==> src/rtl/miner_array_ctrl_if.sv <==
// miner_array_ctrl_if: 8-bit memory-mapped slave bus for the miner array controller.
//   write      - write strobe, qualified by chipselect
//   read       - read strobe, qualified by chipselect
//   chipselect - selects this block
//   address    - byte address (0..127)
//   writedata  - write byte
//   readdata   - registered read byte, valid one cycle after a qualified read
interface miner_array_ctrl_if;
  logic       write;
  logic       read;
  logic       chipselect;
  logic [6:0] address;
  logic [7:0] writedata;
  logic [7:0] readdata;

  modport master (
    output write, read, chipselect, address, writedata,
    input  readdata
  );

  modport slave (
    input  write, read, chipselect, address, writedata,
    output readdata
  );
endinterface

==> src/rtl/miner_array_ctrl.sv <==
// miner_array_ctrl: host-facing controller for NUM_MINERS SHA-256d cores.
// Loads a 96-byte header over the byte bus, splits the nonce space into
// per-core ranges, launches all cores with one pulse, then picks the
// lowest-index golden hit or reports exhaustion after a timeout.
//   clk              - clock, rising edge
//   reset            - asynchronous, active-high
//   bus              - slave side of the byte bus (see miner_array_ctrl_if)
//   miner_header     - header shared by all cores
//   miner_nonce_base - start nonce per core, core i in bits [32i+31:32i]
//   miner_load       - one-cycle launch pulse
//   miner_found      - per-core golden-hit strobe
//   miner_nonce      - per-core nonce, valid with the matching found bit
module miner_array_ctrl #(
  parameter int unsigned NUM_MINERS  = 2,
  parameter logic [31:0] NONCE_RANGE = 32'd100000,
  parameter logic [7:0]  PIPE_LAT    = 8'd134
) (
  input  logic                      clk,
  input  logic                      reset,
  miner_array_ctrl_if.slave         bus,
  output logic [767:0]              miner_header,
  output logic [32*NUM_MINERS-1:0]  miner_nonce_base,
  output logic                      miner_load,
  input  logic [NUM_MINERS-1:0]     miner_found,
  input  logic [32*NUM_MINERS-1:0]  miner_nonce
);

  typedef enum logic [2:0] {
    StIdle      = 3'd0,
    StLoad      = 3'd1,
    StRun       = 3'd2,
    StFound     = 3'd3,
    StExhausted = 3'd4
  } state_e;

  localparam logic [31:0] Timeout = NONCE_RANGE + {24'd0, PIPE_LAT} - 32'd1;

  state_e      state;
  logic        launch_pend;  // byte 95 written; RUN entry and load pulse follow
  logic [31:0] cnt;
  logic [31:0] golden;
  logic [3:0]  winner;
  logic        found;
  logic        exhausted;

  // Bus decode
  logic wr_en, rd_en, hdr_wr, ctl_wr, start, abort;
  assign wr_en  = bus.chipselect & bus.write;
  assign rd_en  = bus.chipselect & bus.read;
  assign hdr_wr = wr_en && (bus.address < 7'd96);
  assign ctl_wr = wr_en && (bus.address == 7'd101);
  assign start  = ctl_wr & bus.writedata[0];
  assign abort  = ctl_wr & bus.writedata[1];

  // Lowest set found bit wins
  logic        hit;
  logic [3:0]  hit_idx;
  logic [31:0] hit_nonce;
  always_comb begin
    hit       = |miner_found;
    hit_idx   = '0;
    hit_nonce = '0;
    for (int i = int'(NUM_MINERS) - 1; i >= 0; i--) begin
      if (miner_found[i]) begin
        hit_idx   = 4'(i);
        hit_nonce = miner_nonce[32*i +: 32];
      end
    end
  end

  // Per-core start nonces; wrap mod 2^32 is intended
  logic [31:0]             nonce_field;
  logic [32*NUM_MINERS-1:0] base_next;
  assign nonce_field = miner_header[383:352];
  always_comb begin
    base_next = '0;
    for (int i = 0; i < int'(NUM_MINERS); i++) begin
      base_next[32*i +: 32] = nonce_field + 32'(i) * NONCE_RANGE;
    end
  end

  // Read mux sees pre-write state, so a read returns the value held before
  // any same-cycle write.
  logic [7:0] rd_val;
  always_comb begin
    rd_val = '0;
    if (bus.address < 7'd96) begin
      rd_val = miner_header[{bus.address, 3'b000} +: 8];
    end else begin
      case (bus.address)
        7'd96:   rd_val = golden[7:0];
        7'd97:   rd_val = golden[15:8];
        7'd98:   rd_val = golden[23:16];
        7'd99:   rd_val = golden[31:24];
        7'd100:  rd_val = {3'b000, state, exhausted, found};
        7'd102:  rd_val = {4'b0000, winner};
        default: rd_val = '0;
      endcase
    end
  end

  always_ff @(posedge clk or posedge reset) begin
    if (reset) begin
      state            <= StIdle;
      launch_pend      <= 1'b0;
      cnt              <= '0;
      golden           <= '0;
      winner           <= '0;
      found            <= 1'b0;
      exhausted        <= 1'b0;
      miner_header     <= '0;
      miner_nonce_base <= '0;
      miner_load       <= 1'b0;
      bus.readdata     <= '0;
    end else begin
      miner_load <= 1'b0;
      if (rd_en) begin
        bus.readdata <= rd_val;
      end

      // Control writes take precedence over any same-cycle hit or timeout.
      // Start always (re)enters LOAD with cleared results; abort is
      // meaningless in IDLE and loses to start there.
      if (start && !(abort && state != StIdle)) begin
        state        <= StLoad;
        launch_pend  <= 1'b0;
        miner_header <= '0;
        golden       <= '0;
        winner       <= '0;
        found        <= 1'b0;
        exhausted    <= 1'b0;
      end else if (abort && state != StIdle) begin
        state       <= StIdle;
        launch_pend <= 1'b0;
      end else begin
        case (state)
          StIdle: ;
          StLoad: begin
            if (launch_pend) begin
              state            <= StRun;
              launch_pend      <= 1'b0;
              miner_load       <= 1'b1;
              miner_nonce_base <= base_next;
              cnt              <= '0;
            end else if (hdr_wr) begin
              miner_header[{bus.address, 3'b000} +: 8] <= bus.writedata;
              if (bus.address == 7'd95) begin
                launch_pend <= 1'b1;
              end
            end
          end
          StRun: begin
            // Found beats timeout expiry in the same cycle
            if (hit) begin
              state  <= StFound;
              golden <= hit_nonce;
              winner <= hit_idx;
              found  <= 1'b1;
            end else if (cnt == Timeout) begin
              state     <= StExhausted;
              exhausted <= 1'b1;
            end else begin
              cnt <= cnt + 32'd1;
            end
          end
          StFound, StExhausted: ;
          default: state <= StIdle;
        endcase
      end
    end
  end

endmodule
==> src/flat_wrapper.sv <==
// flat-port wrapper written by rule: the top's interface ports become plain ports
module miner_array_ctrl_flat 
#(
  parameter int unsigned NUM_MINERS  = 2,
  parameter logic [31:0] NONCE_RANGE = 32'd100000,
  parameter logic [7:0]  PIPE_LAT    = 8'd134
)
  (clk, reset, miner_header, miner_nonce_base, miner_load, miner_found, miner_nonce, bus_write, bus_read, bus_chipselect, bus_address, bus_writedata, bus_readdata);
  miner_array_ctrl_if bus_i ();
  input  logic clk;
  input  logic reset;
  output logic [767:0] miner_header;
  output logic [32*NUM_MINERS-1:0] miner_nonce_base;
  output logic miner_load;
  input  logic [NUM_MINERS-1:0] miner_found;
  input  logic [32*NUM_MINERS-1:0] miner_nonce;
  input wire logic [$bits(bus_i.write)-1:0] bus_write;
  input wire logic [$bits(bus_i.read)-1:0] bus_read;
  input wire logic [$bits(bus_i.chipselect)-1:0] bus_chipselect;
  input wire logic [$bits(bus_i.address)-1:0] bus_address;
  input wire logic [$bits(bus_i.writedata)-1:0] bus_writedata;
  output wire logic [$bits(bus_i.readdata)-1:0] bus_readdata;
  assign bus_i.write = bus_write;
  assign bus_i.read = bus_read;
  assign bus_i.chipselect = bus_chipselect;
  assign bus_i.address = bus_address;
  assign bus_i.writedata = bus_writedata;
  assign bus_readdata = bus_i.readdata;
  miner_array_ctrl #(.NUM_MINERS(NUM_MINERS), .NONCE_RANGE(NONCE_RANGE), .PIPE_LAT(PIPE_LAT)) u_core (.clk(clk), .reset(reset), .bus(bus_i), .miner_header(miner_header), .miner_nonce_base(miner_nonce_base), .miner_load(miner_load), .miner_found(miner_found), .miner_nonce(miner_nonce));
endmodule
==> config.mk <==
export PLATFORM = sky130hd
export DESIGN_NAME = miner_array_ctrl_flat
export DESIGN_NICKNAME = d
export VERILOG_FILES = /design/src/rtl/miner_array_ctrl_if.sv /design/src/rtl/miner_array_ctrl.sv /design/src/flat_wrapper.sv
export SDC_FILE = /design/constraint.sdc
export NUM_CORES = 2
export LEC_CHECK = 0
export BUFFER_PORTS_ARGS = -buffer_cell sky130_fd_sc_hd__buf_2
export CORE_AREA = 2 2 356 358
export DETAILED_ROUTE_END_ITERATION = 10
export DIE_AREA = 0 0 358 360
export GPL_TIMING_DRIVEN = 0
export SLEW_MARGIN = 0
export SYNTH_ARGS = -nofsm -noshare
export SYNTH_HDL_FRONTEND = slang
export SYNTH_SLANG_ARGS = --single-unit
==> constraint.sdc <==
create_clock -name clk -period 35.2 [get_ports clk]
set_input_delay 1.76 -clock clk [delete_from_list [all_inputs] [get_ports clk]]
set_output_delay 1.76 -clock clk [all_outputs]
set_load 0.01 [all_outputs]
== Word level (Yosys, flattened, before mapping) ==
Index checks and enable logic that the tools add are counted.
Word-level totals
  register bits: 915
  input bits: 86
  output and inout port bits: 841
  logic and storage cells: 117
Operators by class
  add/subtract/negate cells: 3
  $lt $le $gt $ge: 1
  equality and inequality tests: 22
  shifts and indexed selects: 3
  muxes and demuxes: 49
  bitwise logic cells: 6
  reductions and logical operators: 22
Operators with widths (count)
  768-bit 2-to-1 mux: 5
  768-bit bitwise mux: 1
  8-bit by 12-bit variable shift with 768-bit output, first input constant: 1
  768-bit by 11-bit indexed part select with 8-bit output: 1
  8-bit by 12-bit indexed part select with 768-bit output: 1
  32-bit 2-to-1 mux: 9
  32-bit case mux with 2 select lines: 1
  7-bit equality test, second input constant: 8
  8-bit case mux with 6 select lines: 1
  32-bit by 1-bit adder with 32-bit output, second input constant: 1
  32-bit by 17-bit adder with 32-bit output, second input constant: 1
  32-bit by 17-bit equality test with 1-bit output, second input constant: 1
  1-bit 2-to-1 mux: 21
  4-bit 2-to-1 mux: 4
  3-bit 2-to-1 mux: 5
  10-bit negator with 12-bit output: 1
  4-bit AND reduction: 3
  2-bit nonzero test: 6
  2-bit inequality test, second input constant: 5
  3-bit case mux with 3 select lines: 1
  8-bit 2-to-1 mux: 1
  7-bit less-than comparator, second input constant: 1
  3-bit by 2-bit equality test with 1-bit output, second input constant: 2
  3-bit AND reduction: 2
  other kinds (15): 23

== Longest topological paths before layout ==
  depth after elaboration: 8
  mapped depth: 15
  gate-level depth less buffers: 8

== Worst setup path after synthesis ==
OpenSTA, ideal clock, no wires.
  path type: in2reg
  from: in bus_address[1]
  to: reg u_core.miner_header[329]
  arrival: 5.062 ns
  required time: 35.121 ns
  slack: 30.058 ns
  stages on the path: 14
  cell sequence: buf_2 -> buf_2 -> buf_1 -> buf_1 -> inv_1 -> ha_1 -> buf_2 -> xnor2_1 -> a31oi_1 -> buf_4 -> buf_2 -> nor3_1 -> o21ai_1 -> o2bb2ai_1
On the way
  word-level cells in the longest chain between the ends: 8
RTL lines
  start, declared: line flat_wrapper.sv:20  | input wire logic [$bits(bus_i.address)-1:0] bus_address;
  10-bit negator with 12-bit output or 7-bit equality test (tied branches): line miner_array_ctrl.sv:146, miner_array_ctrl.sv:51
  8-bit by 12-bit indexed part select with 768-bit output (tied with other cells): line miner_array_ctrl.sv:146  | miner_header[{bus.address, 3'b000} +: 8] <= bus.writedata;
  768-bit bitwise mux or 1-bit bitwise AND (tied branches): line miner_array_ctrl.sv:146, miner_array_ctrl.sv:53
  768-bit 2-to-1 mux or 1-bit logical AND (tied branches): line miner_array_ctrl.sv:145, miner_array_ctrl.sv:124, miner_array_ctrl.sv:132
  768-bit 2-to-1 mux or 1-bit zero test (tied branches): line miner_array_ctrl.sv:139, miner_array_ctrl.sv:124
  768-bit 2-to-1 mux or 1-bit logical AND (tied branches): line miner_array_ctrl.sv:136, miner_array_ctrl.sv:124
  768-bit 2-to-1 mux (tied with other cells): line miner_array_ctrl.sv:132  | end else if (abort && state != StIdle) begin
  768-bit 2-to-1 mux or 4-bit AND reduction (tied branches)
  end signal, assigned by index: line miner_array_ctrl.sv:146
  end, declared: line miner_array_ctrl.sv:21  | output logic [767:0] miner_header,
Several ways; a longest one is shown, not always the timed one. The select of a mux whose other input is x is not followed.
A chain may end at the register's enable or synchronous reset.

== Final worst setup path ==
  from: in bus_address[1]
  to: reg u_core.miner_header[266]
Same word-level chain as after synthesis.

==> results.toml <==
[cts]
path_clk_slew_ns = 0.06
clock_sinks = 907
cts_buffer_depth = 3
cts-root-buf = "clkbuf_16"
cts_tree = "done"
cts_setup_buffers = 0
clk_latency_ns = 0.77
htreeDepth = 3
cts_resized = 0
numCtsBuffers = 101
cts_hold_buf = 0

[cells_and_area]
final_cell_mix = "buf_2, dfrtp_1, o2bb2ai_1"
layout_commonest_cell = "buf_2"
instances_no_fill = 6192
final_nets = 4539
drive_gt1_frac = 0.3396
post-route-cell-area_um2 = 53250
syn_to_final_growth_pct = 24.75

[global_route]
grt_pass1_wl_um = 371300
grt_pass1_vias = 39070
grt_antenna_before_repair = 33
grt_use_total = 0.4312
overflow = 0
grt_max_degree = 126

[floorplanning]
start_util = 0.3417
num_rows = 130
num_io_pins = 927
die_h_um = 360
die_w_um = 358
core_um2 = 124900
dieArea_um2 = 128900

[routing]
drc_errors = 0
first_iter_violations = 6908
antenna_left = 0
firstDrtPassIters = 8
viasPerCell = 6.748
drt_wl_total_um = 285000
drt-wirelength-per-cell_um = 46.03
dr_total_vias = 41780

[place]
numPortBuffers = 925
hpwl_um = 217100
gp_congestion = 1.040
dpl.cell_count = 5992
placed_cell_area_um2 = 49630

[job]
maxCapViolCount = 6

[min_path]
whs_path_depth = 2
hold_start = "u_core.miner_nonce_base[12]"
min_path_type = "reg -> reg"
whs_endpoint = "u_core.miner_nonce_base[12]"

[yosys]
ys.flop_type = "dfrtp_1"
yosys_warnings = 0
syn-num-nets = 3502
ys_types = 89
ys_seq_area_frac = 0.5317
ys_seq_elements = 907
syn-cell-area_um2 = 42690
synth_edf_count = 0
syn_inst = 3409
async_reset_ff_frac = 1.000
syn_avg_cell_area_um2 = 12.52

[setup_path]
critPathMaxFanout = 10
critPathCaptureType = "register"
cp-start-kind = "input port"
rrSetupSlack_ns = 30.42
r2r_start = "u_core.state[2]"
path_class = "in -> reg"
r2r_end = "u_core.miner_header[583]"
timing.critical_path.from = "bus_address[1]"
worst_r2r_path_depth = 7
cp.required_ns = 35.84
arrival_ns = 8.67

[timing]
max_freq_mhz = 124.5
fin_setup_tns_ns = 0
fin_crit_ns = 8.034
hold_viol_final = 0
slew_headroom = -0.1080
rsz0062_at_grt = "no"
drv_slew = 66
setup_viol_count_final = 0
fin_crit_sh = 0.2282
worstMarginPinSlew_ns = 1.662
skew_ns = 0.05528

[status]
violations = "capacitance limit, slew limit"
status = "complete, but fails checks"

[power_and_ir_drop]
powerDensity_nw_per_um2 = 45.80
peakVddDrop_uv = 37.16
power.leakage_nw = 25.40
==> cell type report <==
class / count / area (um2)
multi-input combinational: 2182 / 18460
sequential: 907 / 22700
tap: 1650 / 2064
clock inverter: 41 / 670.6
antenna: 13 / 32.53
timing repair buffer: 934 / 4865
inverter: 60 / 232.7
fill: 12010 / 71670
buffer: 260 / 1324
clock buffer: 145 / 2904
==> synth_stat cells (42+ instances only) <==
master     count  share of area
buf_4         56         0.0098
clkbuf_1     103         0.0091
inv_1         56         0.0049
nor3_1        76         0.0089
o21ai_0       71         0.0083
o21ai_1       53         0.0062
mux4_2       188          0.099
a21oi_1       42         0.0049
a22o_1       281          0.058
buf_2         69         0.0081
o2bb2ai_1    448          0.092
mux2i_1       53          0.012
nand2_1      332          0.029
and2_1        45         0.0066
dfrtp_1      907           0.53
nor2_1       108         0.0095
==> sequential cells by signal, summed over array words and instances, names as in the netlist <==
register                 count
u_core.miner_header        768
u_core.cnt                  32
u_core.found                 1
u_core.state                 3
u_core.miner_nonce_base     59
u_core.launch_pend           1
u_core.bus.readdata          8
u_core.exhausted             1
u_core.miner_load            1
u_core.winner                1
u_core.golden               32
==> metal layers <==
layer / global-route usage / part of all wire / wire, um / up-vias
met5: 0 / 0.00076 / 216 / -
met1: 0.5183 / 0.35 / 99690 / 21440
met4: 0.3052 / 0.089 / 25500 / 30
met3: 0.1872 / 0.14 / 39930 / 950
met2: 0.6150 / 0.42 / 119700 / 3890
li1: - / - / - / 15470
==> logic make-up after synthesis <==
logic type,Yosys count,share of synthesized area
muxes,253,0.1148
DFF,907,0.5317
AOI/OAI and AO/OA,1128,0.2177
and+or+nand+nor,753,0.08952
adders and majority gates,7,0.002052
xor gates and xnor gates,41,0.008413
buffers and inverters,320,0.03579
==> critical path, cell delays in order <==
cell       delay (ns)
buf_2            0.17
buf_2            0.29
buf_2            0.58
buf_2            0.80
buf_1            1.05
inv_1            0.19
ha_1             0.30
buf_2            0.25
o21ai_0          0.15
o22ai_1          0.13
a2bb2oi_2        1.07
clkbuf_1         0.68
nor3_1           0.14
o21ai_1          0.87
o2bb2ai_1        0.19
==> where the power goes <==
part	internal (mW)	switching [mW]
sequential	1.05	0.0136
clock	0.685	0.487
combinational	0.0450	0.157
==> worst max-delay path by stage <==
| stage | slack, ns | depth (start not counted) | endpoint |
|---|---|---|---|
| 3_5_place_dp | 26.86 | 15 | u_core.miner_header[266] |
| 5_1_grt | 27.42 | 15 | u_core.miner_header[382] |
| 4_1_cts | 27.58 | 15 | u_core.miner_header[266] |
| 2_1_floorplan | 7.94 | 1 | u_core.bus.readdata[0] |
| 3_3_place_gp | -2.86 | 2 | u_core.miner_header[92] |
| 6_report | 27.17 | 15 | u_core.miner_header[266] |
==> per-stage QoR <==
| step | util | setup WS (ns) | hold WS, ns | power, mW |
|---|---|---|---|---|
| after global placement | 0.3953 | -2.860 | 0.4553 | 1.275 |
| after floorplan | - | 7.941 | 0.4501 | 1.171 |
| after detailed placement | 0.3973 | 26.86 | 0.4581 | 1.276 |
| final | 0.4263 | 27.17 | 0.4705 | 2.439 |
| after CTS | 0.4259 | 27.58 | 0.4732 | 2.421 |
| after global routing | 0.4261 | 27.42 | 0.4926 | 2.473 |
(Power assumes the default switching activity.)
